--- config.mk ---
export PLATFORM = sky130hd
export DESIGN_NAME = fifo_uart_tx_drain
export DESIGN_NICKNAME = d
export VERILOG_FILES = /design/src/rtl/fifo_uart_tx_drain.sv
export SDC_FILE = /design/constraint.sdc
export NUM_CORES = 1
export LEC_CHECK = 0
export BUFFER_PORTS_ARGS = -buffer_cell sky130_fd_sc_hd__buf_2
export CAP_MARGIN = 15
export CORE_MARGIN = 5
export CORE_UTILIZATION = 62
export CTS_CLUSTER_DIAMETER = 60
export DETAILED_ROUTE_END_ITERATION = 6
export PLACE_DENSITY = 0.84
export SYNTH_ARGS = -nofsm -noshare
export SYNTH_HDL_FRONTEND = slang
export SYNTH_SLANG_ARGS = --single-unit
export TNS_END_PERCENT = 50
--- constraint.sdc ---
create_clock -name rclk -period 5.2 [get_ports rclk]
set_input_delay 0.26 -clock rclk [delete_from_list [all_inputs] [get_ports rclk]]
set_output_delay 0.26 -clock rclk [all_outputs]
set_load 0.005 [all_outputs]
--- src/rtl/fifo_uart_tx_drain.sv ---
// FIFO read-domain consumer: pops one word per frame and serializes it as a UART
// frame (start, LSB-first data, optional parity, stop) with a programmable bit period.
module fifo_uart_tx_drain #(
  parameter int DATA_WIDTH = 8,
  parameter int DIV_WIDTH  = 8
) (
  input  logic                  rclk,
  input  logic                  rrst_n,
  input  logic                  rempty,
  input  logic [DATA_WIDTH-1:0] rdata,
  output logic                  rinc,
  input  logic                  par_en,
  input  logic                  par_typ,
  input  logic [DIV_WIDTH-1:0]  div_ratio,
  output logic                  tx_out,
  output logic                  busy
);

  localparam int                   BIT_W    = $clog2(DATA_WIDTH + 1);
  localparam logic [BIT_W-1:0]     LAST_BIT = BIT_W'(DATA_WIDTH - 1);
  localparam logic [BIT_W-1:0]     BIT_ONE  = BIT_W'(1);
  localparam logic [DIV_WIDTH-1:0] DIV_ONE  = DIV_WIDTH'(1);
  localparam logic [DIV_WIDTH-1:0] DIV_ZERO = {DIV_WIDTH{1'b0}};

  typedef enum logic [2:0] {
    IDLE   = 3'd0,
    START  = 3'd1,
    DATA   = 3'd2,
    PARITY = 3'd3,
    STOP   = 3'd4
  } state_t;

  state_t                state_r, state_s;
  logic [DATA_WIDTH-1:0] shift_r, shift_s;
  logic [DIV_WIDTH-1:0]  cyc_r, cyc_s;
  logic [DIV_WIDTH-1:0]  n_r, n_s;
  logic [BIT_W-1:0]      bit_r, bit_s;
  logic                  par_en_r, par_en_s;
  logic                  par_bit_r, par_bit_s;
  logic                  tx_r, tx_s;
  logic                  busy_r, busy_s;
  logic                  last_cyc_s;
  logic                  pop_s;

  function automatic logic calc_parity(input logic [DATA_WIDTH-1:0] d, input logic odd);
    return (^d) ^ odd;
  endfunction

  // n_r is at least 1 whenever a frame is active, so n_r-1 never wraps there.
  assign last_cyc_s = (cyc_r == (n_r - DIV_ONE));

  // Pop strobe: held off during reset and whenever the FIFO is empty.
  always_comb begin
    pop_s = 1'b0;
    if (rrst_n && !rempty && ((state_r == IDLE) || ((state_r == STOP) && last_cyc_s))) begin
      pop_s = 1'b1;
    end else begin
      pop_s = 1'b0;
    end
  end

  assign rinc   = pop_s;
  assign tx_out = tx_r;
  assign busy   = busy_r;

  // Next-state, datapath and registered-output values.
  always_comb begin
    state_s   = state_r;
    shift_s   = shift_r;
    cyc_s     = cyc_r;
    n_s       = n_r;
    bit_s     = bit_r;
    par_en_s  = par_en_r;
    par_bit_s = par_bit_r;
    tx_s      = 1'b1;
    busy_s    = 1'b0;
    if (pop_s) begin
      state_s   = START;
      shift_s   = rdata;
      n_s       = (div_ratio == DIV_ZERO) ? DIV_ONE : div_ratio;
      par_en_s  = par_en;
      par_bit_s = calc_parity(rdata, par_typ);
      cyc_s     = DIV_ZERO;
      bit_s     = {BIT_W{1'b0}};
    end else if (state_r == IDLE) begin
      state_s = IDLE;
    end else if (!last_cyc_s) begin
      cyc_s = cyc_r + DIV_ONE;
    end else begin
      cyc_s = DIV_ZERO;
      case (state_r)
        START:   state_s = DATA;
        DATA: begin
          shift_s = {1'b0, shift_r[DATA_WIDTH-1:1]};
          bit_s   = bit_r + BIT_ONE;
          if (bit_r == LAST_BIT) begin
            state_s = par_en_r ? PARITY : STOP;
          end else begin
            state_s = DATA;
          end
        end
        PARITY:  state_s = STOP;
        STOP:    state_s = IDLE;
        default: state_s = IDLE;
      endcase
    end
    // Outputs are registered, so they are derived from the state being entered.
    case (state_s)
      START:   tx_s = 1'b0;
      DATA:    tx_s = shift_s[0];
      PARITY:  tx_s = par_bit_s;
      default: tx_s = 1'b1;
    endcase
    busy_s = (state_s != IDLE);
  end

  // State, datapath and output registers.
  always_ff @(posedge rclk or negedge rrst_n) begin
    if (!rrst_n) begin
      state_r   <= IDLE;
      shift_r   <= {DATA_WIDTH{1'b0}};
      cyc_r     <= DIV_ZERO;
      n_r       <= DIV_ZERO;
      bit_r     <= {BIT_W{1'b0}};
      par_en_r  <= 1'b0;
      par_bit_r <= 1'b0;
      tx_r      <= 1'b1;
      busy_r    <= 1'b0;
    end else begin
      state_r   <= state_s;
      shift_r   <= shift_s;
      cyc_r     <= cyc_s;
      n_r       <= n_s;
      bit_r     <= bit_s;
      par_en_r  <= par_en_s;
      par_bit_r <= par_bit_s;
      tx_r      <= tx_s;
      busy_r    <= busy_s;
    end
  end

endmodule

Word level (Yosys, flattened, before mapping) --
Index checks and enable logic that the tools add are counted.
Word-level totals: bits in registers 35
Operators by class: add/subtract/negate cells 3, eq/ne operators 10, multiplexer cells 21, bitwise operators 1, reduce and logical (&&, ||, !) cells 12
Operator list (count):
- $mux 8 | 8
- $mux 4 | 4
- $mux 3 | 5
- $eq 3x2->1 const B | 4
- $pmux 3 s3 | 1
- $add 8x1->8 const B | 1
- $eq 8x8->1 | 1
- $logic_not 8->1 | 1
- $reduce_xor 8->1 | 1
- $sub 8x1->8 const B | 1
- $eq 3x1->1 const B | 2
- $add 4x1->4 const B | 1
- $eq 4x3->1 const B | 1
- $reduce_bool 2->1 | 2
- $eq 3x3->1 const B | 1
- $logic_and 1x1->1 | 3
- $logic_not 3->1 | 1
- $pmux 1 s3 | 1
- $reduce_and 3->1 | 1
- $reduce_bool 3->1 | 1
- $mux 1 | 2
- $ne 2x2->1 const B | 1
- $logic_not 1->1 | 1
- $logic_or 1x1->1 | 1
- $xor 1x1->1 | 1

Depth between registers and ports, before layout --
Gate-level depths: netlist of the first run.
depth in word-level cells 9, depth in mapped cells 12

Worst setup path before layout of the first run --
No wires, ideal clock.
path type register to register, from reg n_r[0], to reg n_r[3], arrival time 2893 ps, slack 2180 ps, cell stages (with the launch flop) 12, buffers on the path 2, clock period less this slack 3020 ps, path through dfrtp_1 inv_1 ha_1 nor2b_1 or3_1 a31o_1 or4_4 or2_4 a21oi_1 buf_4 buf_6 mux2_1
Between the ends: longest elaborated chain between the ends 6
RTL lines:
- from (decl) | line 36 | logic [DIV_WIDTH-1:0] n_r, n_s;
- from (signal assigned) | line 133 | n_r <= n_s;
- $sub 8x1->8 | line 50 | assign last_cyc_s = (cyc_r == (n_r - DIV_ONE));
- $eq 8x8->1 | line 50
- $logic_and 1x1->1 | line 55 | if (rrst_n && !rempty && ((state_r == IDLE) || ((state_r == STOP) && last_cyc_s))) begin
- $logic_or 1x1->1 | line 55
- $logic_and 1x1->1 | line 55
- $mux 1 | line 55
Every way passes these cells. A chain may end at the register's enable or synchronous reset.

Worst setup path after layout of the first run --
from reg n_r[0], to out rinc
Between the ends: longest elaborated chain between the ends 6
RTL lines:
- $sub 8x1->8 | line 50
- $eq 8x8->1 | line 50
- $logic_and 1x1->1 | line 55
- $logic_or 1x1->1 | line 55
- $logic_and 1x1->1 | line 55
- $mux 1 | line 55
- to (decl) | line 11 | output logic rinc,
Every way passes these cells.

==> impl_metrics.tcl, run 1 <==
set metrics [dict create \
    startpoint_type "flip-flop" \
    layoutNonFillerInstCount 264 \
    final.period_utilization 0.732 \
    slew_viol_final 0 \
    synth_seq_cells 35 \
    fin_skew_ps 6.71 \
    io_buffers 23 \
    worst-path-max-fanout 20 \
    min_period_ps 3800 \
    drt-initial-drc-count 80 \
    track_usage 0.216 \
    yosysWarnings 0 \
    die_w_um 66.3 \
    endpoint_kind "primary output" \
    layout-drive-gt1-share 0.195 \
    yosysSeqAreaShare 0.446 \
    cts_resized 0 \
    clk_pin_slew_ps 100 \
    synth_top_area_frac 0.433 \
    whs_ps -18.1 \
    grt_setup_unrepaired "no" \
    grt_pass1_vias 1644 \
    synth_cells 192 \
    core_um2 3050 \
    gr-total-overflow 0 \
    grt_pass1_wl_um 7160 \
    dr.pass1.iters 4 \
    fin_ws_ps 1400 \
    nets 243 \
    holdBufCountCts 0 \
    synth_area_um2 1970 \
    hold_class "in -> async" \
    rows 20 \
    dp_cells 256 \
    cts_sinks 35 \
    cts_max_path_buffers 2 \
    antenna_found_initial 0 \
    p_per_area_nw_per_um2 201 \
    start_util 0.644 \
    cts-root-buf "clkbuf_4" \
    wl_per_cell_um 15.8 \
    setup_tns_ps 0 \
    cap_violations 0 \
    ys_types 48 \
    preCtsSetupSlack_ps 1680 \
    gp_congestion 0.873 \
    chipHeight_um 66.3 \
    worstPathArrival_ps 3540 \
    r2r-end "tx_out$_DFF_PN1_" \
    numCtsBuffers 5 \
    ios 24 \
    ir_drop_mv 0.162 \
    die-area_um2 4400 \
    tightest_slew_ps 831 \
    syn_avg_cell_area_um2 10.2 \
    vias 1563 \
    ff2ff_path_depth 10 \
    regToRegSetupSlack_ps 1620 \
    path_class "reg -> out" \
    r2r-start "n_r[0]$_DFFE_PN0N_" \
    num_antenna_cells 0 \
    grt_max_degree 37 \
    hpwl_um 3180 \
    netlist_top_cells_area "dfrtp_1 43%, o21ai_0 4.6%, a22o_1 4.5%" \
    finalSetupViolations 0 \
    cts_tree "done" \
    htreeDepth 2 \
    leakagePower_nw 1.01 \
    drtAntennaViolNets 0 \
    status "finished, violations left" \
    insertion_delay_ps 330 \
    synth_flop_cell "dfrtp_1" \
    area_growth_pct 10.4 \
    synth_top_area_cell "dfrtp_1" \
    synthArstFlopShare 1.00 \
    slew_headroom 0.444 \
    hold_viol_final 26 \
    required_ps 4940 \
    violations "negative hold slack" \
    drc 0 \
    synth_nets 216 \
    synth_edf_count 0 \
    post_cts_buffers 0 \
    drt-total-wl_um 4170 \
    fmax_mhz 263 \
    routed_via_density 5.92 \
]
[per-layer routing]
layer	vias to the layer above	routed length (um)	GRT usage
met2	60	2070	0.357
li1	760	-	-
met3	12	245	0.0425
met1	731	1740	0.262
met4	0	104	0.117
met5	-	0	0
[registers in the layout (all words and copies together), names as in the netlist]
| register | cells |
|---|---|
| shift_r | 8 |
| par_bit_r | 1 |
| busy | 1 |
| tx_out | 1 |
| par_en_r | 1 |
| state_r | 3 |
| bit_r | 4 |
| n_r | 8 |
| cyc_r | 8 |
[worst max path at each step]
stage | slack [ps] | endpoint | start
floorplan | 2180 | n_r[3]$_DFFE_PN0N_ | n_r[0]$_DFFE_PN0N_
global placement | 1830 | tx_out$_DFF_PN1_ | n_r[0]$_DFFE_PN0N_
detailed placement | 1680 | tx_out$_DFF_PN1_ | n_r[0]$_DFFE_PN0N_
CTS | 1440 | rinc | n_r[0]$_DFFE_PN0N_
global route | 1250 | rinc | n_r[0]$_DFFE_PN0N_
finish | 1400 | rinc | n_r[0]$_DFFE_PN0N_
[per-stage QoR]
step	power [mW]	util	area, um^2
5_1_grt	0.458	0.711	2170
2_1_floorplan	0.289	-	1970
3_3_place_gp	0.304	0.694	2120
6_report	0.437	0.711	2170
3_5_place_dp	0.305	0.694	2120
4_1_cts	0.440	0.711	2170
[cells in the final DEF (no fill, tap or decap), types with 2 or more instances in the layout]
cell type,count
nor2_1,11
a211oi_1,3
xnor2_1,8
and2_1,3
dfrtp_1,34
o2111ai_1,2
buf_2,23
nand3b_1,2
nor4_1,3
a21o_1,5
a21oi_1,2
nand2_1,12
or3_1,3
nor2b_1,7
xor2_1,8
mux2_1,6
o21ai_0,18
inv_1,6
nand2b_1,5
clkbuf_4,5
and3_1,4
or4_1,2
a22o_1,10
ha_1,3
mux2_2,5
a211o_1,2
clkinv_2,3
nor3_1,3
[area by class of cell]
class / count / area (um^2)
sequential: 35 / 877
multi-input combinational: 147 / 1040
fill: 237 / 882
inverter: 6 / 22.5
clock buffer: 5 / 37.5
timing repair buffer: 24 / 123
clock inverter: 3 / 15.0
tap: 44 / 55.1
[cell families (layout without fill, tap and decap cells)]
logic type | count (synthesis) | in the layout | synth area share
compound gates | 52 | 52 | 0.183
simple gates | 64 | 64 | 0.186
flops | 35 | 35 | 0.446
mux | 12 | 12 | 0.0681
fa+ha+maj | 3 | 3 | 0.0191
buf+inv | 10 | 38 | 0.0261
xor+xnor | 16 | 16 | 0.0713
[worst max-delay path: stages, from the launching register on]
cell and delay (ps):
dfrtp_1 440, inv_1 100, ha_1 290, nor2b_1 160, or3_1 340, a31o_1 210, or4_4 520, or2_4 280
a21oi_2 420, buf_4 310, buf_2 150
[synthesized netlist by cell type, drive strengths merged (5+ instances only)]
master and instances:
dfrtp 34, o21ai 19, nand2 12, mux2 11
nor2 11, a22o 10, xnor2 8, xor2 8
nor2b 7, inv 6, a21o 5, nand2b 5
[power by group]
part	total [mW]	internal, mW	switching [mW]
Sequential	0.272	0.272	0
Combinational	0.0269	0.0128	0.0140
Clock	0.138	0.0503	0.0879
Total	0.437	0.335	0.102
No activity file was read; power rests on OpenSTA's default activity.
==> run 2: changes to the inputs <==
--- a/config.mk
+++ b/config.mk
@@ -8,10 +8,10 @@
 export BUFFER_PORTS_ARGS = -buffer_cell sky130_fd_sc_hd__buf_2
 export CAP_MARGIN = 15
 export CORE_MARGIN = 5
-export CORE_UTILIZATION = 62
+export CORE_UTILIZATION = 57
 export CTS_CLUSTER_DIAMETER = 60
 export DETAILED_ROUTE_END_ITERATION = 6
-export PLACE_DENSITY = 0.84
+export PLACE_DENSITY = 0.78
 export SYNTH_ARGS = -nofsm -noshare
 export SYNTH_HDL_FRONTEND = slang
 export SYNTH_SLANG_ARGS = --single-unit
==> constraint.sdc (replaced) <==
create_clock -name rclk -period 3.8 [get_ports rclk]
set_input_delay 0.19 -clock rclk [delete_from_list [all_inputs] [get_ports rclk]]
set_output_delay 0.19 -clock rclk [all_outputs]
set_load 0.005 [all_outputs]
==> impl_metrics.tcl, run 2 (synthesized netlist as in run 1, its figures left out) <==
set metrics [dict create \
    hold_viol_final 0 \
    layout_commonest_cell "dfrtp_1" \
    regToRegSetupSlack_ps 520 \
    chipHeight_um 68.7 \
    cpMaxStageDelayCell "or4_4" \
    dp_cells 260 \
    leakagePower_nw 1.01 \
    grt_max_degree 37 \
    antenna_found_initial 0 \
    core_um2 3340 \
    io_buffers 23 \
    regArea_um2 877 \
    slew_headroom 0.478 \
    fillers 272 \
    setup_tns_ps 0 \
    post_cts_buffers 0 \
    slowest_delay_ps 520 \
    path_class "reg -> out" \
    start_util 0.589 \
    grt_setup_unrepaired "no" \
    preCtsSetupSlack_ps 523 \
    drt-total-wl_um 4220 \
    ios 24 \
    gr-total-overflow 0 \
    hold_class "in -> reg" \
    p_per_area_nw_per_um2 281 \
    status "completed" \
    clk_pin_slew_ps 120 \
    cts_sinks 35 \
    numCtsBuffers 5 \
    die_w_um 68.7 \
    layoutNonFillerInstCount 269 \
    nets 246 \
    whs_ps 59.3 \
    required_ps 3610 \
    final_cell_mix "34 x dfrtp_1, 23 x buf_2, 18 x o21ai_0, 12 x nand2_1, 11 x nor2_1" \
    drtAntennaViolNets 0 \
    hpwl_um 3290 \
    final_util 0.661 \
    num_antenna_cells 0 \
    worstPathArrival_ps 3240 \
    grt_pass1_vias 1575 \
    r2r-end "bit_r[0]$_DFFE_PN0P_" \
    grt_pass1_wl_um 7070 \
    tightest_slew_ps 775 \
    layout-drive-gt1-share 0.202 \
    fin_skew_ps 11.2 \
    dr.pass1.iters 5 \
    critPathLaunch "n_r[0]$_DFFE_PN0N_" \
    cts_tree "done" \
    drt-initial-drc-count 101 \
    final.period_utilization 0.902 \
    fmax_mhz 292 \
    crit_chain "inv_1 -> ha_1 -> nor2b_1 -> or3_1 -> a31o_1 -> or4_4 -> or2_4 -> a21oi_2 -> buf_4 -> buf_2" \
    fin_ws_ps 373 \
    reg_top3 "cyc_r (8), n_r (8), shift_r (8)" \
    slew_viol_final 0 \
    worst-path-max-fanout 29 \
    cap_violations 0 \
    insertion_delay_ps 340 \
    routed_via_density 5.89 \
    cts_max_path_buffers 2 \
    finalSetupViolations 0 \
    track_usage 0.201 \
    ff2ff_path_depth 11 \
    vias 1585 \
    gp_congestion 0.878 \
    drc 0 \
    endpoint "rinc" \
    htreeDepth 2 \
    startpoint_type "flip-flop" \
    ir_drop_mv 0.247 \
    wl_per_cell_um 15.7 \
    rows 21 \
    cts-root-buf "clkbuf_4" \
    r2r-start "n_r[0]$_DFFE_PN0N_" \
    multi_input_comb_area_um2 1040 \
    endpoint_kind "primary output" \
    die-area_um2 4720 \
    area_growth_pct 12.3 \
    min_period_ps 3430 \
]
-- run 2: timing repair --
| action | CTS | global route |
|---|---|---|
| hold buffers | 1 | 0 |
| endpoints found under the hold margin | 34 | 0 |
| gates resized for setup | 0 | 0 |
-- run 2: through the flow --
step           total power [mW]  area, um^2
3_3_place_gp              0.417        2140
4_1_cts                   0.629        2210
2_1_floorplan             0.395        1970
5_1_grt                   0.647        2210
3_5_place_dp              0.419        2140
6_report                  0.621        2210
-- run 2: worst min path at each step --
stage | slack (ps) | cells past startpoint | from | end
after floorplan | -110 | 0 | rrst_n | bit_r[0]$_DFFE_PN0P_
after global placement | 240 | 2 | rrst_n | cyc_r[2]$_DFFE_PN0P_
after detailed placement | 250 | 2 | rrst_n | cyc_r[6]$_DFFE_PN0P_
after CTS | 50 | 2 | par_en | par_en_r$_DFFE_PN0N_
after global routing | 40 | 2 | par_en | par_en_r$_DFFE_PN0N_
final | 60 | 2 | par_en | par_en_r$_DFFE_PN0N_
-- run 2: area by class of cell --
| type | count | share of cell area |
|---|---|---|
| multi-input cells | 147 | 0.472 |
| flip-flops and latches | 35 | 0.397 |
| repair buffers | 27 | 0.0669 |
| well taps | 46 | 0.0261 |
| clock buffers | 5 | 0.0170 |
| clock inverters | 3 | 0.0108 |
| inverters | 6 | 0.0102 |
-- run 2: metal layers --
metal,share of wire,global-route usage,up-vias
met5,0,0,-
met2,0.50,0.328,44
met4,0.016,0.0730,0
met3,0.046,0.0470,10
li1,-,-,767
met1,0.43,0.260,764
-- run 2: critical path: cells and delay by family, from the launching register on --
family	cells	cell delay, ps
buffers and inverters	3	550
AO/OA/AOI/OAI	2	340
adder cells (fa/ha/maj)	1	280
flip-flops	1	430
AND/OR/NAND/NOR	4	1290
-- run 2: report_power, final --
group | internal, mW | leakage, nW | total [mW] | switching, mW
Combinational | 0.0189 | 0.568 | 0.0393 | 0.0204
Sequential | 0.372 | 0.419 | 0.372 | 0
Clock | 0.0740 | 0.0278 | 0.209 | 0.135
Total | 0.465 | 1.01 | 0.621 | 0.155
